--- src/rtl/jk_cmd_driver_pkg.sv ---
// Shared types and the per-bit JK next-state rule for the JK command driver.
// The bench model uses these types as well.
package jk_pkg;

    typedef enum logic [1:0] {
        HOLD   = 2'b00,
        RESET  = 2'b01,
        SET    = 2'b10,
        TOGGLE = 2'b11
    } jk_op_t;

    typedef enum logic [1:0] {
        IDLE,
        APPLY,
        SETTLE
    } drv_state_t;

    // Next Q of one master-slave JK cell given its current Q and the {j,k} pair.
    function automatic logic jk_next(input logic q, input jk_op_t op);
        case (op)
            HOLD:    return q;
            RESET:   return 1'b0;
            SET:     return 1'b1;
            default: return ~q;
        endcase
    endfunction

endpackage

--- src/rtl/jk_cmd_driver_if.sv ---
// Valid/ready command bus carrying a JK operation and the per-cell mask it applies to.
interface jk_cmd_if #(
    parameter int WIDTH = 4
);
    logic             cmd_valid;
    logic             cmd_ready;
    logic [1:0]       cmd_op;
    logic [WIDTH-1:0] cmd_mask;

    modport master (output cmd_valid, output cmd_op, output cmd_mask, input cmd_ready);
    modport slave  (input cmd_valid, input cmd_op, input cmd_mask, output cmd_ready);
endinterface

--- src/rtl/jk_cmd_fifo.sv ---
// Synchronous command FIFO; an extra pointer bit separates the full case from the empty case.
// A push is refused while full, even when a pop happens in the same cycle.
module jk_cmd_fifo #(
    parameter int DW    = 6,
    parameter int DEPTH = 4
) (
    input  logic          clk,
    input  logic          rst_n,
    input  logic          wr_en,
    input  logic [DW-1:0] wr_data,
    input  logic          rd_en,
    output logic [DW-1:0] rd_data,
    output logic          full,
    output logic          empty
);
    localparam int AW = $clog2(DEPTH);

    logic [AW:0]   wr_ptr;
    logic [AW:0]   rd_ptr;
    logic [DW-1:0] mem [DEPTH];
    logic          do_push;
    logic          do_pop;

    assign empty   = (wr_ptr == rd_ptr);
    assign full    = (wr_ptr[AW] != rd_ptr[AW]) && (wr_ptr[AW-1:0] == rd_ptr[AW-1:0]);
    assign do_push = wr_en && !full;
    assign do_pop  = rd_en && !empty;
    assign rd_data = mem[rd_ptr[AW-1:0]];

    always_ff @(posedge clk or negedge rst_n) begin
        if (!rst_n) begin
            wr_ptr <= '0;
            rd_ptr <= '0;
        end else begin
            if (do_push) wr_ptr <= wr_ptr + 1'b1;
            if (do_pop)  rd_ptr <= rd_ptr + 1'b1;
        end
    end

    // Storage needs no reset: an entry is only read after it has been written.
    always_ff @(posedge clk) begin
        if (do_push) mem[wr_ptr[AW-1:0]] <= wr_data;
    end

endmodule

--- src/rtl/jk_cmd_driver.sv ---
// Replays queued JK commands as one-cycle j/k pulses, each followed by a settle cycle,
// and tracks the Q the downstream cells should hold after each command.
module jk_cmd_driver
    import jk_pkg::*;
#(
    parameter int WIDTH = 4,
    parameter int DEPTH = 4
) (
    input  logic             clk,
    input  logic             rst_n,
    jk_cmd_if.slave          cmd,
    output logic [WIDTH-1:0] j,
    output logic [WIDTH-1:0] k,
    output logic [WIDTH-1:0] q_shadow,
    output logic             busy
);
    drv_state_t       state;
    logic [WIDTH+1:0] head;
    logic [1:0]       head_op;
    logic [WIDTH-1:0] head_mask;
    logic             full;
    logic             empty;
    logic             pop;
    logic [WIDTH-1:0] q_next;

    jk_cmd_fifo #(
        .DW    (WIDTH + 2),
        .DEPTH (DEPTH)
    ) u_fifo (
        .clk     (clk),
        .rst_n   (rst_n),
        .wr_en   (cmd.cmd_valid),
        .wr_data ({cmd.cmd_op, cmd.cmd_mask}),
        .rd_en   (pop),
        .rd_data (head),
        .full    (full),
        .empty   (empty)
    );

    assign cmd.cmd_ready = !full;
    assign head_op       = head[WIDTH+1:WIDTH];
    assign head_mask     = head[WIDTH-1:0];
    assign pop           = (state != APPLY) && !empty;
    assign busy          = !empty || (state != IDLE);

    // The pulse being applied is exactly what the cells capture, so Q follows from j/k.
    always_comb begin
        q_next = q_shadow;
        for (int i = 0; i < WIDTH; i++) begin
            q_next[i] = jk_next(q_shadow[i], jk_op_t'({j[i], k[i]}));
        end
    end

    always_ff @(posedge clk or negedge rst_n) begin
        if (!rst_n) begin
            state    <= IDLE;
            j        <= '0;
            k        <= '0;
            q_shadow <= '0;
        end else begin
            case (state)
                IDLE, SETTLE: begin
                    if (!empty) begin
                        state <= APPLY;
                        j     <= head_mask & {WIDTH{head_op[1]}};
                        k     <= head_mask & {WIDTH{head_op[0]}};
                    end else begin
                        state <= IDLE;
                    end
                end
                APPLY: begin
                    state    <= SETTLE;
                    j        <= '0;
                    k        <= '0;
                    q_shadow <= q_next;
                end
                default: begin
                    state <= IDLE;
                    j     <= '0;
                    k     <= '0;
                end
            endcase
        end
    end

endmodule

--- src/flat_wrapper.sv ---
// flat-port wrapper written by rule: the top's interface ports become plain ports
module jk_cmd_driver_flat import jk_pkg::*;
#(
    parameter int WIDTH = 4,
    parameter int DEPTH = 4
)
  (clk, rst_n, j, k, q_shadow, busy, cmd_cmd_valid, cmd_cmd_op, cmd_cmd_mask, cmd_cmd_ready);
  jk_cmd_if #(.WIDTH(WIDTH)) cmd_i ();
  input  logic clk;
  input  logic rst_n;
  output logic [WIDTH-1:0] j;
  output logic [WIDTH-1:0] k;
  output logic [WIDTH-1:0] q_shadow;
  output logic busy;
  input wire logic [$bits(cmd_i.cmd_valid)-1:0] cmd_cmd_valid;
  input wire logic [$bits(cmd_i.cmd_op)-1:0] cmd_cmd_op;
  input wire logic [$bits(cmd_i.cmd_mask)-1:0] cmd_cmd_mask;
  output wire logic [$bits(cmd_i.cmd_ready)-1:0] cmd_cmd_ready;
  assign cmd_i.cmd_valid = cmd_cmd_valid;
  assign cmd_i.cmd_op = cmd_cmd_op;
  assign cmd_i.cmd_mask = cmd_cmd_mask;
  assign cmd_cmd_ready = cmd_i.cmd_ready;
  jk_cmd_driver #(.WIDTH(WIDTH), .DEPTH(DEPTH)) u_core (.clk(clk), .rst_n(rst_n), .cmd(cmd_i), .j(j), .k(k), .q_shadow(q_shadow), .busy(busy));
endmodule
--- config.mk ---
export PLATFORM = sky130hd
export DESIGN_NAME = jk_cmd_driver_flat
export DESIGN_NICKNAME = d
export VERILOG_FILES = /design/src/rtl/jk_cmd_driver_pkg.sv /design/src/rtl/jk_cmd_driver_if.sv /design/src/rtl/jk_cmd_fifo.sv /design/src/rtl/jk_cmd_driver.sv /design/src/flat_wrapper.sv
export SDC_FILE = /design/constraint.sdc
export NUM_CORES = 1
export LEC_CHECK = 0
export CAP_MARGIN = 20
export CORE_MARGIN = 2
export CORE_UTILIZATION = 50
export DETAILED_ROUTE_END_ITERATION = 8
export GPL_ROUTABILITY_DRIVEN = 0
export GPL_TIMING_DRIVEN = 0
export PLACE_DENSITY = 0.72
export RECOVER_POWER = 50
export SYNTH_ARGS = -nofsm -noshare
export SYNTH_HDL_FRONTEND = slang
export SYNTH_SLANG_ARGS = --single-unit
--- constraint.sdc ---
create_clock -name clk -period 2.4 [get_ports clk]
set_clock_uncertainty 0.15 [all_clocks]
set_input_delay 0.36 -clock clk [delete_from_list [all_inputs] [get_ports clk]]
set_output_delay 0.36 -clock clk [all_outputs]
set_load 0.05 [all_outputs]
## Yosys cells after proc, flatten, opt, wreduce, memory -nomap -nowiden

Memory sizes are Yosys's and may differ from the RTL's.
Cells that the tools add are included.

| word-level totals | value |
|---|---|
| register bits | 20 |
| RAM bits | 24 |
| input port bits | 9 |
| output and inout port bits | 14 |
| memories kept | 1 |

| cells by class | value |
|---|---|
| add/sub/neg operators | 2 |
| equality and inequality tests | 15 |
| multiplexer cells | 12 |
| bitwise logic cells | 10 |
| reduce and logical (&&, ||, !) cells | 18 |

Memories:

| memory | words | width | rd ports | clocked after memory_dff | write ports | RTL line | source |
|---|---|---|---|---|---|---|---|
| u_core.u_fifo.mem | 4 | 6 | 1 | 0 | 1 | jk_cmd_fifo.sv:20 | `logic [DW-1:0] mem [DEPTH];` |

Operator list:

| kind | count |
|---|---|
| 4-bit two-way mux | 4 |
| 1-bit case mux with 3 select lines | 4 |
| 2-bit by 1-bit equality test with 1-bit output, second input constant | 5 |
| 2-bit equality test, second input constant | 5 |
| 2-bit zero test | 5 |
| 4-bit AND | 2 |
| 1-bit NOT | 8 |
| 2-bit AND reduction | 4 |
| 3-bit by 1-bit adder with 3-bit output, second input constant | 2 |
| 1-bit logical AND | 4 |
| 2-bit case mux with 2 select lines | 1 |
| 3-bit equality test | 1 |
| 1-bit two-way mux | 3 |
| 2-bit equality test | 1 |
| 1-bit zero test | 2 |
| 2-bit by 1-bit != test with 1-bit output, second input constant | 1 |
| 2-bit != test, second input constant | 1 |
| 2-bit nonzero test | 1 |
| 2-bit OR reduction | 1 |
| 1-bit logical OR | 1 |
| 1-bit != test | 1 |

## Logic depth before layout (Yosys ltp)

| depth | value |
|---|---|
| word-level depth | 6 |
| mapped depth | 5 |

## By module

From an unflattened synthesis, not the netlist that was laid out.

| second synthesis, totals | value |
|---|---|
| cell total of the unflattened synthesis | 163 |
| area, all modules | 2,183.3 um^2 |

By module, submodules not included:

| module | instances | cells an instance | area an instance (um^2) |
|---|---|---|---|
| jk_cmd_fifo | 1 | 83 | 1,396.3 |
| jk_cmd_driver | 1 | 80 | 787.0 |

## Worst setup path before layout

OpenSTA, ideal clock, no wires.

| timing | value |
|---|---|
| kind | register -> output |
| start point | register u_core.u_fifo.rd_ptr[0] |
| end point | output busy |
| arrival | 1,497 ps |
| required time | 1,890 ps |
| path slack | 393 ps |
| stages on the path, launching flop included | 5 |
| path buffers | 2 |
| cell sequence | dfrtp_1 > buf_6 > xnor2_1 > buf_2 > nand4_1 |

| on the way | value |
|---|---|
| longest elaborated chain between the ends | 3 |

Ends and longest elaborated chain:

| item | RTL line | source |
|---|---|---|
| start: declaration | jk_cmd_fifo.sv:19 | `logic [AW:0] rd_ptr;` |
| start signal: assignment | jk_cmd_fifo.sv:36 | `if (do_pop) rd_ptr <= rd_ptr + 1'b1;` |
| 3-bit equality test | jk_cmd_fifo.sv:24 | `assign empty = (wr_ptr == rd_ptr);` |
| 1-bit zero test | jk_cmd_driver.sv:44 | `assign busy = !empty \|\| (state != IDLE);` |
| 1-bit logical OR | jk_cmd_driver.sv:44 |  |
| end: declaration | flat_wrapper.sv:14 | `output logic busy;` |

Every way passes these cells.

## Final worst setup path

| timing | value |
|---|---|
| start point | register u_core.u_fifo.rd_ptr[0] |
| end point | output cmd_cmd_ready |

| on the way | value |
|---|---|
| longest elaborated chain between the ends | 3 |

Ends and longest elaborated chain:

| item | RTL line | source |
|---|---|---|
| 2-bit equality test | jk_cmd_fifo.sv:25 | `assign full = (wr_ptr[AW] != rd_ptr[AW]) && (wr_ptr[AW-1:0] == rd_ptr[AW-1:0]);` |
| 1-bit logical AND | jk_cmd_fifo.sv:25 |  |
| 1-bit zero test | jk_cmd_driver.sv:40 | `assign cmd.cmd_ready = !full;` |
| end: declaration | flat_wrapper.sv:18 | `output wire logic [$bits(cmd_i.cmd_ready)-1:0] cmd_cmd_ready;` |

Every way passes these cells.

==> metrics.txt <==
# TYPE chip_impl_metric gauge
chip_impl_metric{name="drc",unit=""} 0
chip_impl_metric{name="yosysWarningCount",unit=""} 0
chip_impl_metric{name="timing.critical_path.required",unit="ns"} 1.89
chip_impl_metric{name="area_growth_syn_to_layout",unit="%"} 19.4
chip_impl_metric{name="grtUsageTotal",unit=""} 0.165
chip_impl_metric{name="dieWidth",unit="µm"} 69.1
chip_impl_metric{name="synth_cells",unit=""} 147
chip_impl_metric{name="routed_wirelength",unit="µm"} 3610
chip_impl_metric{name="initial_standard_cell_utilization_of_the_core",unit=""} 0.526
chip_impl_metric{name="grt_overflow",unit=""} 0
chip_impl_metric{name="numCtsBuffers",unit=""} 5
chip_impl_info{name="run_status",value="finished clean"} 1
chip_impl_metric{name="total_power",unit="mW"} 3.61
chip_impl_metric{name="whs",unit="ns"} 0.364
chip_impl_metric{name="slew_headroom",unit=""} 0.368
chip_impl_metric{name="routed-via-count",unit=""} 1320
chip_impl_metric{name="htreeDepth",unit=""} 2
chip_impl_metric{name="dp.final_hpwl",unit="µm"} 2560
chip_impl_metric{name="number_of_different_library_cells_in_the_post_synthesis_netlist",unit=""} 30
chip_impl_info{name="synth.largest_area_cell",value="sky130_fd_sc_hd__edfxtp_1"} 1
chip_impl_metric{name="synth.avg_cell_area",unit="µm²"} 14.4
chip_impl_metric{name="cts-hold-fix-buffers",unit=""} 0
chip_impl_metric{name="power.density_cell_area",unit="mW/mm²"} 1430
chip_impl_info{name="worstSetupPathType",value="reg -> out"} 1
chip_impl_metric{name="clk_latency",unit="ns"} 0.29
chip_impl_info{name="rsz0062_at_grt",value="no"} 1
chip_impl_metric{name="cap_viol_max_count",unit=""} 0
chip_impl_info{name="crit_chain",value="buf_6, xnor2_2, buf_2, nand3_1, clkdlybuf4s15_2"} 1
chip_impl_metric{name="p_leak",unit="nW"} 0.981
chip_impl_metric{name="io_pins",unit=""} 23
chip_impl_metric{name="cts.clk_slew.worst_paths",unit="ns"} 0.09
chip_impl_info{name="crit_slowest_cell",value="sky130_fd_sc_hd__dfrtp_1"} 1
chip_impl_metric{name="layout_min_cycle_time",unit="ns"} 2.28
chip_impl_metric{name="first_global_vias",unit=""} 1386
chip_impl_metric{name="worst_slack",unit="ns"} 0.115
chip_impl_metric{name="fin_crit_sh",unit=""} 0.952
chip_impl_info{name="classification_of_the_worst_slack_hold_path",value="reg -> reg"} 1
chip_impl_metric{name="max_freq",unit="MHz"} 438
chip_impl_metric{name="final_max_slew_viol_count",unit=""} 0
chip_impl_metric{name="peakVddDrop",unit="mV"} 0.663
chip_impl_metric{name="min_path_cells",unit=""} 1
chip_impl_metric{name="final-seq-area",unit="mm²"} 0.00122
chip_impl_metric{name="critical_path_peak_fanout",unit=""} 10
chip_impl_info{name="synthTopCellsByArea",value="sky130_fd_sc_hd__edfxtp_1 34%, sky130_fd_sc_hd__dfrtp_1 24%, sky130_fd_sc_hd__ha_1 7.7%, sky130_fd_sc_hd__mux4_1 7.4%, sky130_fd_sc_hd__o311ai_0 3.7%"} 1
chip_impl_metric{name="cts.sink_count",unit=""} 44
chip_impl_info{name="most_common_library_cell_in_the_layout_ignoring_fill_and_taps",value="sky130_fd_sc_hd__edfxtp_1"} 1
chip_impl_metric{name="first_pass_grt_wire_length",unit="µm"} 6330
chip_impl_metric{name="floorplan.rows",unit=""} 23
chip_impl_info{name="startpoint_type",value="register"} 1
chip_impl_metric{name="finalNetCount",unit=""} 198
chip_impl_metric{name="post_cts.repair.setup_buffers",unit=""} 0
chip_impl_info{name="layout.cells.most_common_list",value="24 x sky130_fd_sc_hd__edfxtp_1, 20 x sky130_fd_sc_hd__dfrtp_1, 14 x sky130_fd_sc_hd__inv_1"} 1
chip_impl_metric{name="reg2regPathDepth",unit=""} 4
chip_impl_metric{name="post-place-ws",unit="ns"} -0.0584
chip_impl_metric{name="largest_net_degree_at_the_start_of_global_routing",unit=""} 21
chip_impl_metric{name="numPortBuffers",unit=""} 22
chip_impl_metric{name="design.die.area",unit="mm²"} 0.00478
chip_impl_info{name="timing.hold.worst.start",value="u_core.q_shadow[1]"} 1
chip_impl_metric{name="antenna-diode-count",unit=""} 0
chip_impl_metric{name="antenna_found_initial",unit=""} 0
chip_impl_metric{name="reg2reg_slack",unit="ns"} 0.35
chip_impl_metric{name="floorplan.core_area",unit="mm²"} 0.00403
chip_impl_metric{name="critPathMaxStageDelay",unit="ns"} 0.40
chip_impl_metric{name="final_report_setup_violation_count",unit=""} 0
chip_impl_info{name="hold_path_end",value="u_core.q_shadow[1]"} 1
chip_impl_info{name="end_kind",value="primary output"} 1
chip_impl_metric{name="drive_gt1_frac",unit=""} 0.141
chip_impl_metric{name="routed_via_density",unit=""} 5.81
chip_impl_metric{name="synth-seq-area-share",unit=""} 0.576
chip_impl_info{name="clk_tree_root_cell",value="sky130_fd_sc_hd__clkbuf_8"} 1
chip_impl_info{name="tritoncts",value="built"} 1
chip_impl_metric{name="antenna_violating_nets_post_route",unit=""} 0
chip_impl_metric{name="ys_seq_elements",unit=""} 44
chip_impl_info{name="rr_endpoint",value="u_core.u_fifo.mem[1][5]"} 1
chip_impl_metric{name="number_of_inserted_filler_cells_in_the_final_layout",unit=""} 301
chip_impl_metric{name="final_hold_viol_count",unit=""} 0
chip_impl_metric{name="worstMarginPinSlew",unit="ns"} 0.943
chip_impl_metric{name="fp.dieH",unit="µm"} 69.1
chip_impl_info{name="r2r-start",value="u_core.u_fifo.rd_ptr[1]"} 1
chip_impl_metric{name="synthesis.nets",unit=""} 169
chip_impl_metric{name="multi_input_comb_area",unit="µm²"} 815
chip_impl_metric{name="netlist.area_leader.share",unit=""} 0.340
chip_impl_metric{name="wl_per_cell",unit="µm"} 15.9
chip_impl_metric{name="drt_first_pass_iters",unit=""} 4
chip_impl_metric{name="worstPathArrival",unit="ns"} 1.77
chip_impl_metric{name="drtIter0Drc",unit=""} 121
chip_impl_metric{name="post_synth_instance_area",unit="mm²"} 0.00212
chip_impl_metric{name="clock_path_buffers",unit=""} 2
==> critical path: cells and delay by family (launching register included) <==
family / cells / cell delay, ns
flip-flops: 1 / 0.40
buffers and inverters: 3 / 0.76
XOR/XNOR: 1 / 0.22
AND/OR/NAND/NOR: 1 / 0.10
==> registers in the layout, summed over array words and instances, names as in the netlist <==
signal	flops
u_core.j	4
u_core.state	2
u_core.k	4
u_core.u_fifo.mem	24
u_core.q_shadow	4
u_core.u_fifo.rd_ptr	3
u_core.u_fifo.wr_ptr	3
==> synthesized netlist by cell type, drive strengths merged <==
| master | count |
|---|---|
| o21ai | 2 |
| clkbuf | 2 |
| mux2 | 2 |
| a21oi | 9 |
| nand4 | 9 |
| a31oi | 3 |
| a2111oi | 2 |
| inv | 14 |
| xor2 | 5 |
| o31ai | 2 |
| a211o | 2 |
| a21o | 2 |
| mux4 | 6 |
| and2 | 3 |
| o311ai | 9 |
| nand3 | 1 |
| nand2b | 1 |
| nor2 | 2 |
| ha | 13 |
| xnor2 | 5 |
| edfxtp | 24 |
| nand2 | 1 |
| dfrtp | 20 |
| o31a | 1 |
| mux2i | 1 |
| buf | 6 |
==> cell type report <==
type | instances | share of cell area
inverters | 14 | 0.0208
well taps | 50 | 0.0247
plain buffers | 8 | 0.0183
repair buffers | 22 | 0.0856
multi-input cells | 81 | 0.322
clock inverters | 3 | 0.0188
flip-flops and latches | 44 | 0.483
clock buffers | 5 | 0.0272
==> kinds of logic after synthesis <==
logic type	count (synthesis)	share of synthesized area
flip-flops	44	0.576
AO/OA/AOI/OAI	32	0.111
buffers and inverters	22	0.0466
AND/OR/NAND/NOR	17	0.0478
adder cells (fa/ha/maj)	13	0.0767
XOR/XNOR	10	0.0502
multiplexers	9	0.0915
==> what timing repair did <==
| item | 4_1_cts | 5_1_grt |
|---|---|---|
| setup endpoints to repair | 2 | 2 |
| resized for setup | 8 | 3 |
| endpoints found under the hold margin | 0 | 0 |
| pin swaps | 0 | 0 |
==> where the power goes <==
group | switching, mW | internal [mW]
Combinational | 1.13 | 0.700
Sequential | 0.157 | 1.04
Clock | 0.257 | 0.313
Total | 1.55 | 2.06
==> layer usage <==
layer	vias to the layer above	share of wire	GRT usage
met5	-	0	0
met4	0	0.012	0.0523
met3	7	0.052	0.0497
met2	43	0.50	0.276
met1	648	0.43	0.207
li1	622	-	-
==> worst max-delay path by stage <==
stage	to	startpoint	depth (start not counted)
after floorplan	busy	u_core.u_fifo.rd_ptr[0]	4
after global placement	busy	u_core.u_fifo.wr_ptr[2]	4
after detailed placement	busy	u_core.u_fifo.wr_ptr[2]	4
after CTS	busy	u_core.u_fifo.rd_ptr[1]	5
after global routing	cmd_cmd_ready	u_core.u_fifo.rd_ptr[0]	5
final	cmd_cmd_ready	u_core.u_fifo.rd_ptr[0]	5
==> through the flow <==
step | instance area [µm²] | TNS [ns] | cells | util
floorplan | 2120 | 0 | 147 | -
global placement | 2400 | -0.0779 | 219 | 0.596
detailed placement | 2400 | -0.0791 | 219 | 0.596
CTS | 2530 | 0 | 227 | 0.628
global route | 2530 | 0 | 227 | 0.628
finish | 2530 | 0 | 227 | 0.628
Note: power is estimated with default switching activity, not from simulation.
